[src/rtl/tt_defs.sv]
// Shared definitions for the truth-table sweeper: FSM state encodings and
// the default parameter values used by the top and the settle timer.
package tt_defs;

  // Sweep controller states; the encodings are fixed and visible to other tools.
  typedef enum logic [1:0] {
    ST_IDLE   = 2'd0,
    ST_SETTLE = 2'd1,
    ST_SAMPLE = 2'd2,
    ST_DONE   = 2'd3
  } tt_state_t;

  // Default number of inputs of the function under test.
  localparam int DEF_N_IN   = 2;
  // Default number of cycles each minterm is held before sampling.
  localparam int DEF_SETTLE = 1;

endpackage

[src/rtl/tt_settle_timer.sv]
// Settle delay timer. A load pulse starts a SETTLE-cycle window; expire is
// high during the last cycle of that window (immediately for SETTLE=1).
module tt_settle_timer
  import tt_defs::*;
#(
  parameter int SETTLE = DEF_SETTLE
) (
  input  logic clk,
  input  logic reset,
  input  logic load,
  output logic expire
);

  // The counter holds "cycles remaining after this one", so SETTLE-1 is loaded.
  localparam int CW = (SETTLE > 1) ? $clog2(SETTLE) : 1;
  localparam logic [CW-1:0] RELOAD = CW'(SETTLE - 1);

  logic [CW-1:0] r_cnt;

  // Reload on request, otherwise count down and park at zero.
  always_ff @(posedge clk) begin
    if (reset) begin
      r_cnt <= '0;
    end else if (load) begin
      r_cnt <= RELOAD;
    end else if (r_cnt != '0) begin
      r_cnt <= r_cnt - 1'b1;
    end
  end

  assign expire = (r_cnt == '0);

endmodule

[src/rtl/truth_table_sweeper.sv]
// Truth-table sweeper: walks every minterm of an N_IN-input combinational
// function, holds each for SETTLE cycles, samples the function output and
// compares the captured table against a reference. All outputs are registers.
module truth_table_sweeper
  import tt_defs::*;
#(
  parameter int N_IN   = DEF_N_IN,
  parameter int SETTLE = DEF_SETTLE
) (
  input  logic                   clk,
  input  logic                   reset,
  input  logic                   start,
  input  logic [(1<<N_IN)-1:0]   expected,
  input  logic                   s_in,
  output logic [N_IN-1:0]        x_out,
  output logic [N_IN-1:0]        minterm,
  output logic                   busy,
  output logic                   done,
  output logic [(1<<N_IN)-1:0]   table_out,
  output logic                   mismatch
);

  localparam int NM = 1 << N_IN;
  localparam logic [N_IN-1:0] LAST_M = {N_IN{1'b1}};

  tt_state_t         r_state;
  tt_state_t         w_state_next;
  logic [N_IN-1:0]   r_minterm;
  logic [N_IN-1:0]   w_minterm_next;
  logic [NM-1:0]     r_table;
  logic [NM-1:0]     w_table_next;
  logic [NM-1:0]     w_sampled;
  logic              r_mismatch;
  logic              w_mismatch_next;
  logic              r_busy;
  logic              w_busy_next;
  logic              r_done;
  logic              w_done_next;
  logic              w_load;
  logic              w_expire;

  tt_settle_timer #(
    .SETTLE (SETTLE)
  ) u_settle (
    .clk    (clk),
    .reset  (reset),
    .load   (w_load),
    .expire (w_expire)
  );

  // State and output registers; reset wins over everything, including start.
  always_ff @(posedge clk) begin
    if (reset) begin
      r_state    <= ST_IDLE;
      r_minterm  <= '0;
      r_table    <= '0;
      r_mismatch <= 1'b0;
      r_busy     <= 1'b0;
      r_done     <= 1'b0;
    end else begin
      r_state    <= w_state_next;
      r_minterm  <= w_minterm_next;
      r_table    <= w_table_next;
      r_mismatch <= w_mismatch_next;
      r_busy     <= w_busy_next;
      r_done     <= w_done_next;
    end
  end

  // Next-state and next-output logic; busy/done are derived from the next
  // state so they line up with the state they describe.
  always_comb begin
    w_state_next    = r_state;
    w_minterm_next  = r_minterm;
    w_table_next    = r_table;
    w_mismatch_next = r_mismatch;
    w_load          = 1'b0;
    // Current table with the present s_in written into the active minterm,
    // so the final compare includes the bit captured on the closing edge.
    w_sampled            = r_table;
    w_sampled[r_minterm] = s_in;

    case (r_state)
      ST_IDLE: begin
        if (start) begin
          w_state_next    = ST_SETTLE;
          w_minterm_next  = '0;
          w_table_next    = '0;
          w_mismatch_next = 1'b0;
          w_load          = 1'b1;
        end
      end
      ST_SETTLE: begin
        if (w_expire) begin
          w_state_next = ST_SAMPLE;
        end
      end
      ST_SAMPLE: begin
        w_table_next = w_sampled;
        if (r_minterm == LAST_M) begin
          w_state_next    = ST_DONE;
          w_mismatch_next = (w_sampled != expected);
        end else begin
          w_state_next   = ST_SETTLE;
          w_minterm_next = r_minterm + 1'b1;
          w_load         = 1'b1;
        end
      end
      ST_DONE: begin
        w_state_next = ST_IDLE;
      end
      default: begin
        w_state_next = ST_IDLE;
      end
    endcase

    w_busy_next = (w_state_next == ST_SETTLE) || (w_state_next == ST_SAMPLE);
    w_done_next = (w_state_next == ST_DONE);
  end

  // The function inputs are simply the registered minterm index.
  assign x_out     = r_minterm;
  assign minterm   = r_minterm;
  assign table_out = r_table;
  assign mismatch  = r_mismatch;
  assign busy      = r_busy;
  assign done      = r_done;

endmodule
[config.mk]
export PLATFORM = sky130hd
export DESIGN_NAME = truth_table_sweeper
export DESIGN_NICKNAME = d
export VERILOG_FILES = /design/src/rtl/tt_defs.sv /design/src/rtl/tt_settle_timer.sv /design/src/rtl/truth_table_sweeper.sv
export SDC_FILE = /design/constraint.sdc
export NUM_CORES = 1
export LEC_CHECK = 0
export CAP_MARGIN = 20
export CORE_MARGIN = 1
export CORE_UTILIZATION = 46
export CTS_BUF_LIST = sky130_fd_sc_hd__clkbuf_4
export DETAILED_ROUTE_END_ITERATION = 16
export PLACE_DENSITY = 0.78
export SLEW_MARGIN = 20
export SYNTH_ARGS = -nofsm -noshare
export SYNTH_HDL_FRONTEND = slang
export SYNTH_HIERARCHICAL = 1
export SYNTH_SLANG_ARGS = --single-unit
[constraint.sdc]
create_clock -name clk -period 2.45 [get_ports clk]
set_clock_uncertainty 0.05 [all_clocks]
set_input_delay 0.6125 -clock clk [delete_from_list [all_inputs] [get_ports clk]]
set_output_delay 0.6125 -clock clk [all_outputs]
set_load 0.01 [all_outputs]
# Yosys cells after proc, flatten, opt, wreduce, memory -nomap -nowiden
# Index checks and enable logic that the tools add are counted.
dict set report totals {
  reg_bits 12
  latchBits 0
  ramBits 0
  rom_bits 0
  input_bits 8
  output_inout_bits 11
  word_cells 49
  n_memories 0
}
dict set report classes {
  addsub 2
  mul 0
  div 0
  magnitude_cmp 2
  eq_ne 11
  shift 0
  n_mux 18
  n_bitwise 1
  n_reduce_logical 8
}
# cell count
set ops {}
lappend ops {{equality test 2 bit, second input constant} 5}
lappend ops {{2-to-1 mux 2 bit} 5}
lappend ops {{one-hot mux 2 bit (4 select lines)} 1}
lappend ops {{one-hot mux 4 bit (2 select lines)} 1}
lappend ops {{inequality test 2 bit, second input constant} 3}
lappend ops {{AND reduction 3 bit} 2}
lappend ops {{2-to-1 mux 1 bit} 5}
lappend ops {{bitwise mux 4 bit} 1}
lappend ops {{equality test 2 x 1 -> 1 bit, second input constant} 2}
lappend ops {{2-to-1 mux 4 bit} 1}
lappend ops {{inequality test 4 bit} 1}
lappend ops {{one-hot mux 1 bit (2 select lines)} 2}
lappend ops {{one-hot mux 2 bit (2 select lines)} 1}
lappend ops {{less-than comparator 2 x 3 -> 1 bit, second input constant} 1}
lappend ops {{OR reduction 3 bit} 1}
lappend ops {{adder 2 x 1 -> 2 bit, second input constant} 1}
lappend ops {{demux 1 bit (select 2 bit)} 1}
lappend ops {{greater-or-equal comparator 2 x 1 -> 1 bit, second input constant} 1}
lappend ops {{zero test 2 bit} 1}
lappend ops {{AND reduction 2 bit} 1}
lappend ops {{nonzero test 2 bit} 1}
lappend ops {{logical AND 1 bit} 1}
lappend ops {{logical OR 1 bit} 1}
lappend ops {{NOT 1 bit} 1}
lappend ops {{subtractor 1 bit, second input constant} 1}

# Longest topological paths before layout
# Gate-level depths: netlist (run 1).
dict set report depth {
  ltp_word 8
  depth_mapped 6
}

# Hierarchy
# Netlist (run 1), hierarchy kept.
# module n_inst cells_per_inst area_per_inst_um2 seq_area_each_um2
set modules_own_cells {}
lappend modules_own_cells {truth_table_sweeper 1 73 624.3 220.2}
lappend modules_own_cells {tt_settle_timer 1 3 27.5 20.0}

# Worst setup path after synthesis (run 1)
# No wires, ideal clock.
dict set report synth_timing {
  path_kind {in2reg}
  from {input port start}
  to {register r_busy, in the netlist busy}
  setup_time_ps 128
  arrival_time_ps 1462
  t_required_ps 2272
  setup_slack_ps 810
  cell_stages 4
  cell_sequence {o21bai_1 -> o21ai_1 -> ha_1 -> nor2b_1}
}
dict set report synth_between {
  elab_chain_cells 4
}
# item line_no
set synth_rtl {}
lappend synth_rtl {{from (decl)} truth_table_sweeper.sv:12} ;# input logic start,
lappend synth_rtl {{2-to-1 mux 2 bit (*)} truth_table_sweeper.sv:85} ;# if (start) begin
lappend synth_rtl {{one-hot mux 2 bit (4 select lines) (*)} truth_table_sweeper.sv:83} ;# case (r_state)
lappend synth_rtl {{via w_state_next[0]} truth_table_sweeper.sv:27} ;# tt_state_t w_state_next;
lappend synth_rtl {{equality test 2 x 1 -> 1 bit / equality test 2 bit (equally long branches)} truth_table_sweeper.sv:117} ;# w_busy_next = (w_state_next == ST_SETTLE) || (w_state_next == ST_SAMPLE);
lappend synth_rtl {{logical OR 1 bit (*)} truth_table_sweeper.sv:117}
lappend synth_rtl {{via w_busy_next} truth_table_sweeper.sv:36} ;# logic w_busy_next;
lappend synth_rtl {{to (signal assigned)} truth_table_sweeper.sv:65} ;# r_busy <= w_busy_next;
lappend synth_rtl {{to (decl)} truth_table_sweeper.sv:35} ;# logic r_busy;
# Mark *: on every way through the listed nets, which the timed path passes. The rest lies on a longest branch.
# A chain may end at the register's enable or synchronous reset.

# Worst setup path after layout (run 1)
dict set report layout_timing {
  from {register r_minterm[0], in the netlist minterm[0]}
  to {output port minterm[0]}
}
# item line_no
set layout_rtl {}
lappend layout_rtl {{from (decl)} truth_table_sweeper.sv:28} ;# logic [N_IN-1:0] r_minterm;
lappend layout_rtl {{from (signal assigned)} truth_table_sweeper.sv:62} ;# r_minterm <= w_minterm_next;
lappend layout_rtl {{to (decl)} truth_table_sweeper.sv:16} ;# output logic [N_IN-1:0] minterm,
# No word-level cell between the ends.

==> impl_metrics.py, run 1 <==
metrics = {
    "setup_path": {
        "critPathLaunchType": "register",
        "critical_path.top_delay_family": "buffers and inverters",
        "cp_slowest_cell": "clkdlybuf4s50_1",
        "rr_startpoint": "minterm[0]",
        "cp_max_fo": 6,
        "regToRegSetupSlack_ns": 0.83,
        "worstPathArrival_ns": 1.27,
        "reg2reg_to": "mismatch",
        "crit_buf_inv": 1,
        "crit_cells": 1,
        "critPathLaunch": "minterm[0]",
        "criticalPathCategory": "register to primary output",
        "required_ns": 1.79,
        "ff2ff_path_depth": 6,
        "cp-end-kind": "primary output",
        "max_stage_delay_ns": 0.58,
        "cp_cell_sequence": "clkdlybuf4s50_1",
    },
    "clocking": {
        "numCtsBuffers": 3,
        "cts_root_buf": "clkbuf_4",
        "cts_setup_buffers": 0,
        "cts_hold_buf": 0,
        "cts_max_level": 1,
        "cts_tree": "done",
        "cts.sinks": 12,
        "clock_path_buffers": 2,
        "clk_latency_ns": 0.26,
        "clkTransAtPathRegs_ns": 0.07,
        "cts-resized-gates": 0,
    },
    "final_layout": {
        "fin_cells": 107,
        "finalNetCount": 107,
        "n_fill_cell": 126,
        "final_core_util_pct": 64.6,
        "drive_above_1_share_pct": 5.43,
        "syn_to_final_growth_pct": 30.0,
        "diodes": 0,
    },
    "min_path": {
        "worstHoldEndpoint": "table_out[3]",
        "hold_start": "table_out[3]",
        "hold_depth": 2,
        "hold_class": "register to register",
    },
    "global_route": {
        "antenna_found_initial": 0,
        "grt_usage_pct": 19.2,
        "grt_overflow": 0,
        "grt_pass1_vias": 470,
        "grt_pass1_wl_um": 1990,
        "grt_max_degree": 12,
    },
    "detailed_routing": {
        "drt-initial-drc-count": 8,
        "wl_um": 1270,
        "drc": 0,
        "detail-route-antenna-nets": 0,
        "vias": 562,
        "routedWlPerCell_um": 11.9,
        "drt-pass1-iter-count": 4,
        "viasPerCell": 5.25,
    },
    "yosys": {
        "avgSynthCellArea_um2": 8.62,
        "synthCells": 75,
        "syn-cell-area_um2": 647,
        "yosys_warnings": 6,
        "syn_nets": 88,
    },
    "timing": {
        "setup_tns_ns": 0,
        "max_freq_mhz": 517,
        "setup_viol": 0,
        "hold_viol": 0,
        "min_period_ns": 1.93,
        "drv_slew": 0,
        "rsz0062_at_grt": "no",
        "final.period_utilization_pct": 79.0,
    },
    "placed_design": {
        "dp_hpwl_um": 925,
        "io_buffers": 18,
        "placed_cells": 104,
        "place_congestion": 0.742,
    },
    "run": {
        "max_cap_viol_count": 0,
    },
    "power_and_ir_drop": {
        "cellPowerDensity_nw_per_um2": 450,
        "leakage_uw": 0.000324,
        "peakVddDrop_mv": 0.331,
    },
    "floorplanning": {
        "ioPinCount": 19,
        "coreArea_um2": 1300,
        "fp.dieW_um": 39.5,
        "die_area_um2": 1560,
        "die_h_um": 39.5,
        "initial_core_util_pct": 49.7,
        "fp-row-count": 13,
    },
    "run_status": {
        "outcome": "finished, final reports clean",
    },
}
power by group:
part           switching (µW)  internal, µW
logic                    24.1          31.3
registers                4.69           201
clock network            61.2          56.7
state kept, by name, summed over array words and instances (netlist names):
signal and flops:
u_settle/r_cnt 1, r_state 2, table_out 4, busy 1
done 1, mismatch 1, minterm 2
per-layer routing:
metal | track usage, % | share of wire [%] | wire length [µm] | up-vias
li1 | - | - | - | 284
met1 | 23.7 | 47 | 596 | 261
met2 | 32.4 | 47 | 603 | 15
met3 | 3.41 | 5.5 | 70 | 2
met4 | 7.76 | 0.31 | 4 | 0
met5 | 0 | 0 | 0 | -
stage by stage:
stage	worst slack, ns	hold slack [ns]	total power [µW]	area, µm²
after detailed placement	0.355	0.421	265	818
after CTS	0.506	0.433	383	841
after global routing	0.442	0.461	398	841
after floorplan	0.851	0.444	240	647
final	0.515	0.430	379	841
after global placement	0.430	0.412	264	818
how the worst max path moves through the flow:
stage | end | slack, ns
2_1_floorplan | busy | 0.85
3_3_place_gp | mismatch | 0.43
3_5_place_dp | mismatch | 0.35
4_1_cts | minterm[1] | 0.51
5_1_grt | minterm[1] | 0.44
6_report | minterm[0] | 0.52
cells in the final DEF (no fill, tap or decap):
cell              n
clkdlybuf4s50_1  18
dfxtp_1          12
nor2_1            8
inv_1             6
o21ai_0           6
nand3_1           5
ha_1              5
nor2b_1           4
a21oi_1           4
xnor2_1           4
mux2i_1           3
clkbuf_4          3
nand2b_1          2
a22oi_1           2
o21bai_1          1
o21ai_1           1
o22ai_1           1
mux2_2            1
a22o_1            1
and2b_1           1
nor4_1            1
a211oi_1          1
buf_4             1
conb_1            1
layout make-up:
type                    instances  area, µm²  area share [%]
multi-input cells              52        349            41.5
flip-flops and latches         12        240            28.6
repair buffers                 19        188            22.3
clock buffers                   3       22.5            2.68
inverters                       6       22.5            2.68
well taps                      15       18.8            2.23
(Power assumes the default switching activity.)
==> run 2, diff against run 1 <==
clock period = 1.9 ns   (was 2.45 ns; I/O delays follow)
==> run 2 against run 1 <==
Net effect: first-iteration DRC count rose to 2.6 times the previous value; combinational power up 32%; total power increased by 33%; clock-buffer cell count unchanged; sequential share of layout area fell by 0.38 points; critical path depth unchanged; hold slack improved by 0.0058 ns; worst setup slack worse by 0.42 ns; cell area rose by 1.3%; cell count is 1.9% higher; sequential power is 29% higher; sequential cell count did not move; critical path type unchanged; critical endpoint unchanged; largest cell class unchanged.
==> impl_metrics.py, run 2 (same netlist as run 1, synthesis figures left out) <==
metrics = {
    "run_status": {
        "outcome": "finished, final reports clean",
    },
    "detailed_routing": {
        "routedWlPerCell_um": 12.4,
        "drc": 0,
        "vias": 567,
        "wl_um": 1360,
        "viasPerCell": 5.20,
        "drt-initial-drc-count": 21,
        "detail-route-antenna-nets": 0,
        "drt-pass1-iter-count": 4,
    },
    "final_layout": {
        "layout_common_cells": "18 x clkdlybuf4s50_1, 12 x dfxtp_1, 8 x nor2_1",
        "fin_cells": 109,
        "finalNetCount": 108,
        "stdcell_area_um2": 852,
        "final_core_util_pct": 65.5,
        "syn_to_final_growth_pct": 31.7,
        "diodes": 0,
        "drive_above_1_share_pct": 6.38,
        "largest_reg_flops": 4,
        "final_common_cell": "clkdlybuf4s50_1",
        "n_fill_cell": 120,
    },
    "run": {
        "max_cap_viol_count": 0,
    },
    "setup_path": {
        "critPathLaunch": "minterm[0]",
        "cp_max_fo": 6,
        "critical_path.top_delay_family": "buffers and inverters",
        "required_ns": 1.37,
        "crit_buf_inv": 1,
        "cp_slowest_cell": "clkdlybuf4s50_1",
        "cp_cell_sequence": "clkdlybuf4s50_1",
        "reg2reg_to": "mismatch",
        "regToRegSetupSlack_ns": 0.26,
        "cp-end-kind": "primary output",
        "max_stage_delay_ns": 0.58,
        "worstPathArrival_ns": 1.28,
        "crit_path_end": "minterm[0]",
        "criticalPathCategory": "register to primary output",
        "ff2ff_path_depth": 6,
        "rr_startpoint": "minterm[0]",
        "critPathLaunchType": "register",
        "crit_cells": 1,
    },
    "clocking": {
        "cts_tree": "done",
        "cts_root_buf": "clkbuf_4",
        "numCtsBuffers": 3,
        "cts-resized-gates": 0,
        "cts.sinks": 12,
        "clk_latency_ns": 0.27,
        "cts_setup_buffers": 0,
        "clkTransAtPathRegs_ns": 0.07,
        "clock_path_buffers": 2,
        "cts_max_level": 1,
        "cts_hold_buf": 0,
    },
    "global_route": {
        "grt_max_degree": 12,
        "grt_usage_pct": 21.6,
        "antenna_found_initial": 0,
        "grt_pass1_wl_um": 2120,
        "grt_pass1_vias": 495,
        "grt_overflow": 0,
    },
    "floorplanning": {
        "coreArea_um2": 1300,
        "initial_core_util_pct": 49.7,
        "ioPinCount": 19,
        "die_area_um2": 1560,
        "fp-row-count": 13,
        "die_h_um": 39.5,
        "fp.dieW_um": 39.5,
    },
    "placed_design": {
        "place_area_um2": 826,
        "place_congestion": 0.713,
        "placed_cells": 105,
        "io_buffers": 18,
        "dp_hpwl_um": 1010,
    },
    "power_and_ir_drop": {
        "peakVddDrop_mv": 0.275,
        "leakage_uw": 0.000331,
        "cellPowerDensity_nw_per_um2": 589,
    },
    "timing": {
        "setup_viol": 0,
        "max_freq_mhz": 554,
        "min_period_ns": 1.81,
        "drv_slew": 0,
        "rsz0062_at_grt": "no",
        "hold_viol": 0,
        "setup_tns_ns": 0,
        "final.period_utilization_pct": 95.1,
    },
    "min_path": {
        "hold_class": "register to register",
    },
}
==> run 2: cell count changes in the layout (fill, tap and decap cells not counted), sizes merged <==
cell | previous run | this run
clkinv | 0 | 1
buf | 1 | 2
==> run 2: metal layers <==
layer  up-vias  share of wire [%]  track usage, %
met5         -                  0               0
met4         0               0.96            12.9
met3         2                4.8            6.82
met2        19                 48            33.6
met1       259                 46            25.4
li1        287                  -               -
==> run 2: worst min-delay path by stage <==
stage / startpoint / endpoint / slack [ns] / cells past startpoint
after global placement: table_out[3] / table_out[3] / 0.41 / 2
after detailed placement: table_out[3] / table_out[3] / 0.43 / 2
after CTS: table_out[3] / table_out[3] / 0.44 / 2
after global routing: table_out[3] / table_out[3] / 0.46 / 2
after floorplan: table_out[3] / table_out[3] / 0.44 / 2
final: table_out[3] / table_out[3] / 0.44 / 2
==> run 2: final cells by class <==
| type | instances | area, µm² | share of cell area (%) |
|---|---|---|---|
| sequential | 12 | 240 | 28.2 |
| clock inverter | 1 | 3.75 | 0.441 |
| tap | 15 | 18.8 | 2.20 |
| timing repair buffer | 20 | 195 | 22.9 |
| clock buffer | 3 | 22.5 | 2.64 |
| inverter | 6 | 22.5 | 2.64 |
| multi-input combinational | 52 | 349 | 41.0 |
==> run 2: worst register-to-register path, cell delays in order (launching register included) <==
cell and delay, ns:
dfxtp_1 0.43, inv_1 0.12, ha_1 0.26, mux2i_1 0.14
xnor2_1 0.15, nor4_1 0.30, a211oi_1 0.07
==> run 2: where the power goes <==
part,internal [µW],switching [µW]
Sequential,259,6.05
Clock,76.1,87.6
Combinational,41.6,31.8
Total,376,126
==> run 2: stage by stage <==
step           setup WS (ns)  total power [µW]  hold slack [ns]
6_report              0.0937               502            0.436
5_1_grt               0.0187               532            0.457
4_1_cts               0.0838               509            0.436
3_5_place_dp         -0.0777               344            0.425
3_3_place_gp          0.0337               342            0.411
2_1_floorplan          0.408               310            0.444
